[src/rtl/scan_driver.sv]
`default_nettype none
// +----------------------------------------------------------------------------+
// | Module   : scan_driver                                                     |
// | Purpose  : Time-multiplexed scan stage for a four-digit seven-segment      |
// |            display. Holds a double-buffered 16-bit value plus per-digit    |
// |            decimal points, steps through the digits at CLK_DIV cycles per  |
// |            digit, and presents the selected nibble to a downstream         |
// |            segment decoder. New data is committed only at frame ends.      |
// | Revision : 1.0  initial release                                            |
// +----------------------------------------------------------------------------+
// | Ports                                                                      |
// |   clk       in   1   system clock, rising edge                            |
// |   rst_n     in   1   asynchronous active-low reset                        |
// |   value     in  16   display value, digit k = value[4k+3:4k]              |
// |   dp_in     in   4   decimal points, active-high, bit k = digit k         |
// |   load      in   1   capture value/dp_in into the pending buffer          |
// |   blank_lz  in   1   leading-zero blanking enable (live level)            |
// |   w,x,y,z   out  1   selected nibble, w = MSB                              |
// |   dp        out  1   decimal point of selected digit, active-low          |
// |   an        out  4   digit anodes, active-low                             |
// |   busy      out  1   pending data waiting for commit                      |
// |   frame     out  1   last cycle of each frame                             |
// +----------------------------------------------------------------------------+
module scan_driver #(
  parameter int CLK_DIV = 100000
) (
  input  logic        clk,
  input  logic        rst_n,
  input  logic [15:0] value,
  input  logic [3:0]  dp_in,
  input  logic        load,
  input  logic        blank_lz,
  output logic        w,
  output logic        x,
  output logic        y,
  output logic        z,
  output logic        dp,
  output logic [3:0]  an,
  output logic        busy,
  output logic        frame
);

  localparam int                  c_PCNT_W    = (CLK_DIV > 1) ? $clog2(CLK_DIV) : 1;
  localparam logic [c_PCNT_W-1:0] c_PCNT_LAST = c_PCNT_W'(CLK_DIV - 1);

  logic [c_PCNT_W-1:0] r_pcnt;
  logic [1:0]          r_sel;
  logic [15:0]         r_pend_val;
  logic [3:0]          r_pend_dp;
  logic                r_busy;
  logic [15:0]         r_disp_val;
  logic [3:0]          r_disp_dp;

  logic       w_tick;
  logic       w_boundary;
  logic [3:0] w_nib;
  logic       w_zero3;
  logic       w_zero2;
  logic       w_zero1;
  logic       w_blank;

  assign w_tick     = (r_pcnt == c_PCNT_LAST);
  assign w_boundary = w_tick && (r_sel == 2'd3);

  always_ff @(posedge clk or negedge rst_n) begin
    if (!rst_n) begin
      r_pcnt     <= '0;
      r_sel      <= 2'd0;
      r_pend_val <= 16'h0000;
      r_pend_dp  <= 4'h0;
      r_busy     <= 1'b0;
      r_disp_val <= 16'h0000;
      r_disp_dp  <= 4'h0;
    end else begin
      if (w_tick) begin
        r_pcnt <= '0;
        r_sel  <= r_sel + 2'd1;
      end else begin
        r_pcnt <= r_pcnt + 1'b1;
      end

      // A load always wins over a commit in the same cycle, so a load landing
      // on the boundary keeps busy set and defers the commit a full frame.
      if (load) begin
        r_pend_val <= value;
        r_pend_dp  <= dp_in;
        r_busy     <= 1'b1;
      end else if (w_boundary && r_busy) begin
        r_disp_val <= r_pend_val;
        r_disp_dp  <= r_pend_dp;
        r_busy     <= 1'b0;
      end
    end
  end

  // Digit k is a leading zero when nibbles k..3 are all zero.
  assign w_zero3 = (r_disp_val[15:12] == 4'h0);
  assign w_zero2 = w_zero3 && (r_disp_val[11:8] == 4'h0);
  assign w_zero1 = w_zero2 && (r_disp_val[7:4] == 4'h0);

  always_comb begin
    w_nib   = r_disp_val[3:0];
    w_blank = 1'b0;
    an      = 4'b1110;
    case (r_sel)
      2'd0: begin
        w_nib   = r_disp_val[3:0];
        w_blank = 1'b0;
        an      = 4'b1110;
      end
      2'd1: begin
        w_nib   = r_disp_val[7:4];
        w_blank = blank_lz && w_zero1;
        an      = 4'b1101;
      end
      2'd2: begin
        w_nib   = r_disp_val[11:8];
        w_blank = blank_lz && w_zero2;
        an      = 4'b1011;
      end
      default: begin
        w_nib   = r_disp_val[15:12];
        w_blank = blank_lz && w_zero3;
        an      = 4'b0111;
      end
    endcase
    dp = ~r_disp_dp[r_sel];
    if (w_blank) begin
      an = 4'b1111;
      dp = 1'b1;
    end
  end

  assign {w, x, y, z} = w_nib;
  assign busy         = r_busy;
  assign frame        = w_boundary;

endmodule
`default_nettype wire

[config.mk]
export PLATFORM = sky130hd
export DESIGN_NAME = scan_driver
export DESIGN_NICKNAME = d
export VERILOG_FILES = /design/src/rtl/scan_driver.sv
export SDC_FILE = /design/constraint.sdc
export NUM_CORES = 1
export LEC_CHECK = 0
export CAP_MARGIN = 25
export CELL_PAD_IN_SITES_DETAIL_PLACEMENT = 0
export CELL_PAD_IN_SITES_GLOBAL_PLACEMENT = 1
export CORE_UTILIZATION = 30
export DETAILED_ROUTE_END_ITERATION = 16
export GPL_TIMING_DRIVEN = 0
export HOLD_SLACK_MARGIN = 0.05
export PLACE_DENSITY = 0.63
export SYNTH_ARGS = -nofsm -noshare
export SYNTH_HDL_FRONTEND = slang
export SYNTH_SLANG_ARGS = --single-unit
[constraint.sdc]
create_clock -name clk -period 3 [get_ports clk]
set_input_delay 0.75 -clock clk [delete_from_list [all_inputs] [get_ports clk]]
set_output_delay 0.75 -clock clk [all_outputs]
set_load 0.01 [all_outputs]
== Word-level counts from Yosys, hierarchy flattened ==
Cells that the tools add are included.

* $add $sub $neg: 2
* $mul: 0
* Div/mod/pow operators: 0
* $lt $le $gt $ge: 1
* Equal/unequal tests: 4
* Shift operators: 0
* Muxes and demuxes: 10
* Bitwise operators: 2
* Reduce and logical (&&, ||, !) cells: 13

{| class="wikitable"
|+ Operators by type and width
! kind !! count
|-
| $pmux W4 S3 || 2
|-
| $add A17 B1 Y17 const B || 1
|-
| $eq A17 B17 Y1 const B || 1
|-
| $mux W17 || 1
|-
| $logic_not A4 Y1 || 3
|-
| $logic_and A1 B1 Y1 || 7
|-
| $eq A2 B2 Y1 const B || 2
|-
| $mux W1 || 4
|-
| $mux W4 || 1
|-
| $lt A2 B3 Y1 const B || 1
|-
| $pmux W1 S3 || 1
|-
| $add A2 B1 Y2 const B || 1
|-
| $bmux W1 S2 || 1
|-
| $eq A2 B1 Y1 const B || 1
|-
| $logic_not A2 Y1 || 1
|-
| $not A1 Y1 || 2
|-
| $reduce_and A2 Y1 || 1
|-
| $reduce_bool A2 Y1 || 1
|}

* Register bits after elaboration: 60
* Latch bits: 0
* Memory bits (writable): 0
* ROM bits: 0
* Input port bits: 24
* Word-level logic and storage cells: 39
* Memories: 0

== Depth between registers and ports, before layout ==
* Depth after elaboration: 6
* Mapped depth: 7

== Worst setup path before layout ==
Ideal clock, no wire load.

* Path type: reg-to-output
* Start point: reg r_pcnt[11]
* End point: out frame
* Arrival time: 1903 ps
* Path slack: 347 ps
* Stages on the path, launching flop included: 4
* Buffers on the path: 0
* Cells stage by stage: dfrtp_1 > or4_1 > or4b_2 > nor4_1

* Word-level cells in the longest chain between the ends: 2

{| class="wikitable"
|+ Ends and longest elaborated chain
! element !! RTL line !! text
|-
| from (decl) || 46 || <nowiki>logic [c_PCNT_W-1:0] r_pcnt;</nowiki>
|-
| from (signal assigned) || 79 || <nowiki>r_pcnt <= r_pcnt + 1'b1;</nowiki>
|-
| $eq A17 B17 Y1 || 62 || <nowiki>assign w_tick = (r_pcnt == c_PCNT_LAST);</nowiki>
|-
| $logic_and A1 B1 Y1 || 63 || <nowiki>assign w_boundary = w_tick && (r_sel == 2'd3);</nowiki>
|-
| to (decl) || 40 || <nowiki>output logic frame</nowiki>
|}

Every way passes these cells.

== Worst setup path in the final report ==
* Start point: reg r_sel[0]
* End point: out z

* Word-level cells in the longest chain between the ends: 2

{| class="wikitable"
|+ Ends and longest elaborated chain
! element !! RTL line !! text
|-
| from (decl) || 47 || <nowiki>logic [1:0] r_sel;</nowiki>
|-
| from (signal assigned) || 77 || <nowiki>r_sel <= r_sel + 2'd1;</nowiki>
|-
| $eq A2 B2 Y1, or another cell as far along || 105 || <nowiki>case (r_sel)</nowiki>
|-
| $pmux W4 S3 * || 105 ||
|-
| to (decl) || 36 || <nowiki>output logic z,</nowiki>
|}

Mark *: on every way between the ends. The rest lies on a longest branch, timed or not.

==> results.json <==
{
  "synthSimpleGateAreaFrac": 0.117,
  "synth_edf_count": 0,
  "hold_ws_ns": 0.431,
  "synth-async-reset-ratio": 1.00,
  "synth_top_area_share": 0.558,
  "maxSlewHeadroom": 0.558,
  "ys_ff_latch": 60,
  "fp.dieH_um": 96.7,
  "cp_num_buf_inv": 2,
  "worst_pin_slew_ns": 0.663,
  "clkLatencyLatePin_ns": 0.34,
  "worst_slack_ns": 0.132,
  "crit_chain": "buf_4 -> ha_1 -> a222oi_1 -> mux2i_1 -> clkdlybuf4s50_1",
  "synth_fa_ha_area_frac": 0.0279,
  "hold_path.class": "in2async",
  "fin_area_um2": 3510,
  "synth_top_area_cell": "dfrtp_1",
  "syn2layout_area_growth_pct": 30.4,
  "final_util": 0.402,
  "crit_fanout": 6,
  "synth_cells": 207,
  "clock_path_buffers": 2,
  "root_buffer": "clkbuf_8",
  "postSynthAreaPerCell_um2": 13.0,
  "power_density_nw_per_um2": 491,
  "syn-cell-area_um2": 2690,
  "fin_setup_tns_ns": 0,
  "drv_slew": 0,
  "port_buffers": 34,
  "maxCapViolCount": 0,
  "num_antenna_cells": 0,
  "setup_violations": 0,
  "rsz0062_at_grt": "no",
  "postRouteAntennaNets": 0,
  "start_kind": "register",
  "grt_use_total": 0.124,
  "cp-end-kind": "output port",
  "vias_per_cell": 4.74,
  "fin_crit_ns": 2.87,
  "syn_nets": 237,
  "grt_pass1_wl_um": 9130,
  "required_ns": 2.25,
  "synth_seq_area_share": 0.558,
  "cts_tree": "done",
  "drive_gt1_frac": 0.309,
  "cts.clk_slew.worst_paths_ns": 0.07,
  "synth_cell_types": 34,
  "placeableCoreArea_um2": 8720,
  "globalplace.congestion": 0.724,
  "peakVddDrop_v": 0.000155,
  "hpwl_um": 3830,
  "synth_xor_area_frac": 0.0488,
  "vias": 1767,
  "place_area_um2": 3180,
  "start_util": 0.308,
  "grt_pass1_vias": 1829,
  "antenna_found_initial": 0,
  "period_share": 0.956,
  "synth_top_family_by_area": "multiplexers",
  "die_area_um2": 9350,
  "synthFlopType": "dfrtp_1",
  "finalClockSkew_ns": 0.00584,
  "p_leak_nw": 1.53,
  "crit_type": "reg2out",
  "worstPathArrival_ns": 2.12,
  "hold_viol_final": 0,
  "first_pass_iters": 4,
  "drtIter0Drc": 50,
  "cts_made_buffers": 9,
  "drcViolationCount": 0,
  "status": "complete, no violations",
  "grt_overflow_total": 0,
  "grt_max_degree": 35,
  "cts_max_level": 3,
  "yosysWarnings": 0,
  "synth_most_common_cell": "dfrtp_1",
  "wire_per_inst_um": 14.7,
  "dp_slack_ns": -0.187,
  "hold_buffers": 0,
  "fmax_mhz": 349,
  "io_pins": 35,
  "clkSinkCount": 60,
  "crit_slowest_cell": "clkdlybuf4s50_1",
  "fin_nets": 290,
  "die_w_um": 96.7,
  "synth-compound-area-share": 0.0265,
  "rows": 34,
  "ys_top_cells_by_area": "dfrtp_1, mux2_2, xnor2_1, ha_1, nand2_1",
  "r2r_slack_ns": 0.48,
  "synth_commonest_cells": "dfrtp_1, mux2_2, nand2_1, nor2_1, xnor2_1",
  "synthMuxAreaShare": 0.195,
  "routed_wl_um": 5490,
  "slowest_delay_ns": 0.50,
  "critical_path.top_delay_family": "buffers and inverters"
}
[stage by stage]
step                power [mW]  std cells
global route              1.78        373
floorplan                0.892        207
global placement         0.949        349
CTS                       1.76        372
detailed placement       0.952        350
finish                    1.72        373
[cell type report]
type                       count  area [µm²]
inverter                       9        33.8
multi-input combinational    132        1170
clock buffer                   9         124
sequential                    60        1500
timing repair buffer          42         415
fill                         879        5210
tap                          108         135
buffer                         6        38.8
clock inverter                 7        91.3
[power breakdown]
group          leakage, nW  internal, mW  switching [mW]
registers            0.770         0.836          0.0129
logic                0.647        0.0525          0.0331
clock network        0.109         0.464           0.326
total                 1.53          1.35           0.372
[final timing paths]
check | cells past startpoint | from | to
min in group clk | 1 | r_pcnt[0]$_DFF_PN0_ | r_pcnt[0]$_DFF_PN0_
max in group asynchronous | 2 | rst_n | r_sel[1]$_DFFE_PN0N_
max reg2reg | 7 | r_pcnt[0]$_DFF_PN0_ | r_disp_val[9]$_DFFE_PN0P_
min | 1 | rst_n | r_pend_val[5]$_DFFE_PN0P_
min reg2reg | 1 | r_pcnt[0]$_DFF_PN0_ | r_pcnt[0]$_DFF_PN0_
max | 5 | r_sel[0]$_DFFE_PN0N_ | z
[cells by family (layout without fill, tap and decap cells)]
group / count (synthesis) / count (layout)
AOI/OAI and AO/OA: 9 / 9
buffers and inverters: 15 / 73
and+or+nand+nor: 56 / 56
adders and majority gates: 6 / 6
muxes: 46 / 46
xor gates and xnor gates: 15 / 15
DFF: 60 / 60
[what timing repair did]
item / CTS / global route
setup endpoints to repair: 8 / 6
cloned: 0 / 0
setup buffers: 6 / 1
gates resized for setup: 12 / 8
pin swaps: 1 / 3
[per-layer routing]
metal,track usage,vias to the layer above,wire length (µm)
met5,0,-,0
met4,0.0505,0,97
met3,0.0426,10,264
met2,0.196,42,2590
met1,0.156,871,2540
li1,-,844,-
[cells in the final DEF, fill, tap and decap left out, types with 4 or more instances in the layout]
cell	n
a222oi_1	4
clkdlybuf4s50_1	27
mux2i_1	4
xnor2_1	10
xor2_1	5
dlymetal6s2s_1	5
nor2_1	12
inv_1	9
nand2_1	12
ha_1	5
dfrtp_1	58
nand3_1	6
mux2_2	41
nor4_1	4
buf_4	7
clkbuf_8	9
[sequential cells by signal (all words and copies together) (netlist names)]
register,count
r_pend_val,16
r_disp_dp,4
r_pcnt,17
r_disp_val,16
r_pend_dp,4
busy,1
r_sel,2
Power figures use the tool's default switching activity.
